## src/rtl/alu_mul_seq_pkg.sv

```systemverilog
// Shared constants for the multiply sequencer: ALU select codes and FSM state encoding.
package alu_mul_seq_pkg;

  localparam logic [2:0] AluSelAdd  = 3'd0;
  localparam logic [2:0] AluSelAnd  = 3'd1;
  localparam logic [2:0] AluSelXor  = 3'd2;
  localparam logic [2:0] AluSelSll  = 3'd3;
  localparam logic [2:0] AluSelSra  = 3'd4;
  localparam logic [2:0] AluSelSub  = 3'd5;
  localparam logic [2:0] AluSelJalr = 3'd6;
  localparam logic [2:0] AluSelZero = 3'd7;

  typedef enum logic [1:0] {
    StIdle  = 2'd0,
    StAdd   = 2'd1,
    StShift = 2'd2,
    StDone  = 2'd3
  } state_e;

endpackage

```

## src/rtl/alu_mul_seq.sv

```systemverilog
// Shift-and-add multiplier that borrows the shared ALU for its ADD and SLL steps.
// Produces the low WIDTH bits of op_a*op_b; the multiplier is shifted internally.
module alu_mul_seq
  import alu_mul_seq_pkg::*;
#(
  parameter int unsigned WIDTH    = 32,
  parameter logic [2:0]  SEL_ADD  = AluSelAdd,
  parameter logic [2:0]  SEL_SLL  = AluSelSll,
  parameter logic [2:0]  SEL_ZERO = AluSelZero
) (
  input  logic             clk,
  input  logic             rst_n,
  input  logic             start,
  input  logic [WIDTH-1:0] op_a,
  input  logic [WIDTH-1:0] op_b,
  output logic             busy,
  output logic             done,
  output logic [WIDTH-1:0] prod,
  output logic             alu_req,
  output logic [WIDTH-1:0] alu_rs1,
  output logic [WIDTH-1:0] alu_rs2,
  output logic [2:0]       alu_sel,
  input  logic [WIDTH-1:0] alu_sal
);

  state_e           r_state;
  logic [WIDTH-1:0] r_acc;
  logic [WIDTH-1:0] r_mcand;
  logic [WIDTH-1:0] r_mplier;
  logic [WIDTH-1:0] r_prod;
  logic [WIDTH-1:0] w_mplier_shr;

  assign w_mplier_shr = r_mplier >> 1;

  always_ff @(posedge clk or negedge rst_n) begin
    if (!rst_n) begin
      r_state  <= StIdle;
      r_acc    <= '0;
      r_mcand  <= '0;
      r_mplier <= '0;
      r_prod   <= '0;
    end else begin
      unique case (r_state)
        StIdle: begin
          if (start) begin
            r_acc    <= '0;
            r_mcand  <= op_a;
            r_mplier <= op_b;
            if (op_b == '0) begin
              r_state <= StDone;
            end else if (op_b[0]) begin
              r_state <= StAdd;
            end else begin
              r_state <= StShift;
            end
          end
        end
        StAdd: begin
          r_acc   <= alu_sal;
          r_state <= StShift;
        end
        StShift: begin
          r_mcand  <= alu_sal;
          r_mplier <= w_mplier_shr;
          // Bit 1 of the current multiplier becomes bit 0 after this shift.
          if (w_mplier_shr == '0) begin
            r_state <= StDone;
          end else if (r_mplier[1]) begin
            r_state <= StAdd;
          end else begin
            r_state <= StShift;
          end
        end
        StDone: begin
          r_prod  <= r_acc;
          r_state <= StIdle;
        end
        default: r_state <= StIdle;
      endcase
    end
  end

  always_comb begin
    busy    = 1'b0;
    done    = 1'b0;
    alu_req = 1'b0;
    alu_rs1 = '0;
    alu_rs2 = '0;
    alu_sel = SEL_ZERO;
    prod    = r_prod;
    unique case (r_state)
      StIdle: ;
      StAdd: begin
        busy    = 1'b1;
        alu_req = 1'b1;
        alu_rs1 = r_acc;
        alu_rs2 = r_mcand;
        alu_sel = SEL_ADD;
      end
      StShift: begin
        busy    = 1'b1;
        alu_req = 1'b1;
        alu_rs1 = r_mcand;
        alu_rs2 = WIDTH'(1);
        alu_sel = SEL_SLL;
      end
      StDone: begin
        busy = 1'b1;
        done = 1'b1;
        // Bypass so the result is visible in the same cycle as the done pulse.
        prod = r_acc;
      end
      default: ;
    endcase
  end

endmodule

```

## config.mk

```make
export PLATFORM = sky130hd
export DESIGN_NAME = alu_mul_seq
export DESIGN_NICKNAME = d
export VERILOG_FILES = /design/src/rtl/alu_mul_seq_pkg.sv /design/src/rtl/alu_mul_seq.sv
export SDC_FILE = /design/constraint.sdc
export NUM_CORES = 1
export LEC_CHECK = 0
export BUFFER_PORTS_ARGS = -buffer_cell sky130_fd_sc_hd__buf_4
export CAP_MARGIN = 20
export CELL_PAD_IN_SITES_DETAIL_PLACEMENT = 0
export CELL_PAD_IN_SITES_GLOBAL_PLACEMENT = 1
export CORE_ASPECT_RATIO = 1.4
export CORE_MARGIN = 5
export CORE_UTILIZATION = 42
export CTS_CLUSTER_DIAMETER = 30
export DETAILED_ROUTE_END_ITERATION = 8
export GPL_ROUTABILITY_DRIVEN = 0
export MAX_ROUTING_LAYER = met4
export PLACE_DENSITY_LB_ADDON = 0.1
export SLEW_MARGIN = 25
export SYNTH_ARGS = -nofsm -noshare
export SYNTH_HDL_FRONTEND = slang
export SYNTH_SLANG_ARGS = --single-unit
export TNS_END_PERCENT = 1
```

## constraint.sdc

```tcl
create_clock -name clk -period 2.8 [get_ports clk]
set_input_delay 0.28 -clock clk [delete_from_list [all_inputs] [get_ports clk]]
set_output_delay 0.28 -clock clk [all_outputs]
set_load 0.005 [all_outputs]
```

---- After elaboration in Yosys (flattened, before gate mapping) ----
Cells that the tools add are included.
operators by class
  multiplexer cells ....................... 19
  reductions and logical operators ........ 9
  eq/ne operators ......................... 4
operators with widths
  kind                count
  $pmux 32 s2         5
  $mux 32             4
  $logic_not 32->1    2
  $mux 2              5
  $pmux 2 s4          1
  $pmux 3 s2          1
  $eq 2x2->1 const B  2
  $reduce_and 2->1    2
  $reduce_bool 2->1   2
  $mux 1              3
  $reduce_or 3->1     1
  $eq 2x1->1 const B  1
  $logic_not 2->1     1
  $ne 2x2->1 const B  1
  $reduce_or 2->1     1
storage, ports and cells
  output and inout port bits .............. 102
  input bits .............................. 99
  register bits after elaboration ......... 130
  logic and storage cells ................. 37

---- Longest topological paths before layout ----
  depth after elaboration ................. 4
  mapped depth ............................ 9

---- Worst setup path before layout ----
No wires, ideal clock.
  path type ............................... flip-flop to output port
  from .................................... register r_state[0]
  to ...................................... output port alu_rs1[0]
  path slack .............................. 1.032 ns
  stages on the path, launching flop included .. 7
  arrival ................................. 1.488 ns
  required time ........................... 2.520 ns
  cell sequence ........................... dfrtp_1 -> inv_1 -> ha_1 -> and2_1 -> buf_2 -> buf_2 -> a22o_1
on the way
  longest elaborated chain between the ends .. 2
RTL lines
  element                                          line               text
  start: declaration                               alu_mul_seq.sv:26  state_e r_state;
  start signal: assignment                         alu_mul_seq.sv:37  r_state <= StIdle;
  start signal: assignment                         alu_mul_seq.sv:50  r_state <= StDone;
  start signal: assignment                         alu_mul_seq.sv:52  r_state <= StAdd;
  $eq 2x2->1 / $eq 2x1->1 (equally long branches)  alu_mul_seq.sv:91  unique case (r_state)
  $pmux 32 s2 *                                    alu_mul_seq.sv:91
  end: declaration                                 alu_mul_seq.sv:20  output logic [WIDTH-1:0] alu_rs1,
Mark *: on every way between the ends. The rest lies on a longest branch, timed or not.

---- Final worst setup path ----
  from .................................... register r_state[0]
  to ...................................... output port alu_rs1[3]
Same word-level chain as after synthesis.

==> summary.md <==
| Metric | Value |
|---|---|
| Non-Filler Instances | 926 |
| Router iterations before antenna repair | 5 |
| Ys flop type | dfrtp_1 |
| Setup CP Type | flip-flop to output pin |
| Initial DRC count | 273 |
| Final WL | 17.7 mm |
| Post-Route Setup TNS | 0 ns |
| H-tree depth | 4 |
| Critical path arrival | around 2.3 ns |
| Clock buffer count from CTS | 17 |
| Clk slew on worst S/H paths | roughly 0.05 ns |
| Crit path top cell by count | buf_4 |
| Crit-path max cell delay | 0.41 ns |
| Clk root buf | clkbuf_16 |
| Count leader, synth | dfrtp_1 |
| Post-synthesis mux area share | 0.162 |
| Synth top area share | 0.525 |
| Antenna cells | 0 |
| Largest delay share family, worst path | buffers and inverters |
| Post-Place Worst Slack | 0.440 ns |
| Wire length of the first global-routing pass | 28.2 mm |
| Area Growth Syn to Fin | 36.0% |
| Fin crit period | 2.57 ns |
| Die ar. | 17,200 um^2 |
| Post-Synth Simple-Gate Area | 0.0956 |
| Vias after detailed routing | roughly 5,000 |
| Ys async rst share | 1.00 |
| Maximum vdd drop | 0.539 mV |
| CTS tree | built |
| CTS max path bufs | 2 |
| Worst r2r src | r_state[0]$_DFFE_PN0P_ |
| Pins over their slew limit | 0 |
| FF+latch count, synth | 129 |
| Share of layout cells above drive strength 1 | 0.384 |
| Worst Hold Class | input pin to asynchronous set/reset pin |
| Std-Cell Rows | 52 |
| Routed len/inst | 19.1 um |
| Fin Clk Skew | about 0.0078 ns |
| Core area | 14,400 um^2 |
| Endpoints failing hold | 6 |
| Power density over the cells | 1170 nW/um^2 |
| Gr usage total | 0.212 |
| IO Port Bufs | 200 |
| Failing checks | hold timing |
| Placed Cells | approximately 900 |
| Starting density of the core | 0.426 |
| Netlist cell types | 30 |
| Status | finished with violations |
| Area leader, netlist | dfrtp_1 |
| ANT nets after route | 0 |
| Die height | roughly 150 um |
| Synthesis warning total | 0 |
| Skew-Pair Late Insertion Delay | around 0.40 ns |
| Final setup fails | 0 |
| Worst rel slew slack | 0.473 |
| Post-route cell area | approximately 8400 um^2 |
| Fin nets | 829 |
| Post-synthesis compound-gate area fraction | 0.156 |
| Largest net degree at the start of global routing | 130 |
| RSZ-0062 raised after global routing | false |
| Fmax | 388 MHz |
| Required time worst endpoint | between 2 and 3 ns |
| RR Endpoint | r_mcand[28]$_DFFE_PN0P_ |
| Tcrit/Tclk final | 0.920 |
| Vias in the first global route | roughly 5,300 |
| Clk sinks | 129 |
| Die W | between 100 and 150 um |
| Largest family of logic cells by synthesized area | multiplexers |
| Post-cts sizing count | 1 |
| Hold_ws | -0.0306 ns |
| Syn Area/Cell | 11.4 um^2 |
| Leakage power | approximately 0.0041 uW |
| Post-synth net total | 644 |
| CP cell instances | inv_1, ha_1, and2_2, buf_4, a22o_1, buf_4 |
| XOR/XNOR share of the synthesized area | 0 |
| Worst R2R Setup Slack | 0.62 ns |
| Post-Synthesis Cells | 540 |
| Worst Tran Pin Value | 0.790 ns |
| Synthesized area | 6150 um^2 |
| DP HPWL | 12.8 mm |
| Worst path depth | 6 |
| Placed inst area | between 7000 and 8000 um^2 |
| Post-synth EDFFs | 0 |
| Seq/Total Area, Yosys | 0.525 |
| Critical path peak fanout | 19 |
| # DRC | 0 |
| # hold bufs at CTS | 0 |
| Antenna violations before repair | 0 |
| CP endpoint kind | output pin |
| Grt total ovfl | 0 |
| Post-Synth Adder-Cell Area | 0.0102 |
| Worst setup SP type | flip-flop |
| Detail-routed via count per cell | 5.33 |
| Buffers and inverters on the worst path | 3 |
| Reg2Reg Depth | 6 |
| CP max-delay cell | dfrtp_1 |
| Post-synth top cells | dfrtp_1 (129), a22o_1 (65), nand2_1 (63) |
| PnR worst setup slack | 0.225 ns |
| Max-cap violations | 0 |
| Top post-synthesis cells by area | dfrtp_1 (53%), mux2i_1 (10%), a22o_1 (9.3%) |
| Setup Buffers After CTS | 0 |
| Io pins | 201 |
==> cells by family after synthesis <==
family	Yosys count
adders and majority gates	5
DFF	129
muxes	95
and+or+nand+nor	120
buffers and inverters	53
AOI/OAI and AO/OA	138
==> state kept, by name (all words and copies together), names as in the netlist <==
register and cells:
r_acc 32, r_mcand 32, r_prod 32, r_mplier 31, r_state 2
==> power by group <==
group | leakage, uW | internal, uW | total (uW) | switching, uW
registers | 0.00165 | 2720 | 3320 | 596
logic | 0.00221 | 2010 | 4210 | 2190
clock network | 0.000285 | 1420 | 2220 | 805
total | 0.00415 | 6150 | 9750 | 3600
==> area by class of cell <==
cell class	instances	area (um^2)
Multi-Input combinational cell	358	2640
Clock buffer	18	439
Tap cell	189	236
Inverter	7	26.3
Timing Repair Buffer	212	1630
Fill cell	1274	6080
Clock inverter	13	161
Sequential cell	129	3230
==> per-stage QoR <==
step           total power (uW)  utilization
6_report                   9750        0.579
5_1_grt                   10400        0.579
4_1_cts                    9870        0.579
3_5_place_dp               7620        0.537
3_3_place_gp               7460        0.537
2_1_floorplan              5930            -
==> worst max path at each step <==
stage	end	slack [ns]	from
6_report	alu_rs1[3]	0.23	r_state[0]$_DFFE_PN0P_
4_1_cts	alu_rs1[9]	0.01	r_state[0]$_DFFE_PN0P_
3_3_place_gp	alu_rs1[14]	0.60	r_state[0]$_DFFE_PN0P_
3_5_place_dp	alu_rs1[1]	0.44	r_state[0]$_DFFE_PN0P_
2_1_floorplan	alu_rs1[0]	1.03	r_state[0]$_DFFE_PN0P_
5_1_grt	alu_rs1[3]	0.1	r_state[1]$_DFFE_PN0P_
==> cell usage in the layout (no fill, tap or decap), types with 4 or more instances in the layout <==
cell / n
a22o_1: 65
and3_1: 31
buf_4: 208
clkbuf_16: 17
clkinvlp_4: 4
dfrtp_1: 129
inv_1: 6
mux2_2: 30
mux2i_1: 62
nand2_1: 63
nand4_1: 4
nor4_1: 15
o21ai_0: 5
o21ai_1: 61
==> per-layer routing <==
| metal | vias up | track usage | wire, um | part of all wire |
|---|---|---|---|---|
| met4 | 0 | 0.0641 | 273 | 0.015 |
| met5 | - | - | 0 | 0 |
| li1 | 2347 | - | - | - |
| met3 | 18 | 0.0471 | 782 | 0.044 |
| met2 | 129 | 0.367 | 9440 | 0.53 |
| met1 | 2446 | 0.246 | 7180 | 0.41 |
==> worst register-to-register path, delay by kind of cell (launching register included) <==
family	cells	cell delay [ns]
and+or+nand+nor	1	0.13
buffers and inverters	2	0.65
DFF	1	0.42
AOI/OAI and AO/OA	2	0.35
adders and majority gates	1	0.50
(Power assumes the default switching activity.)
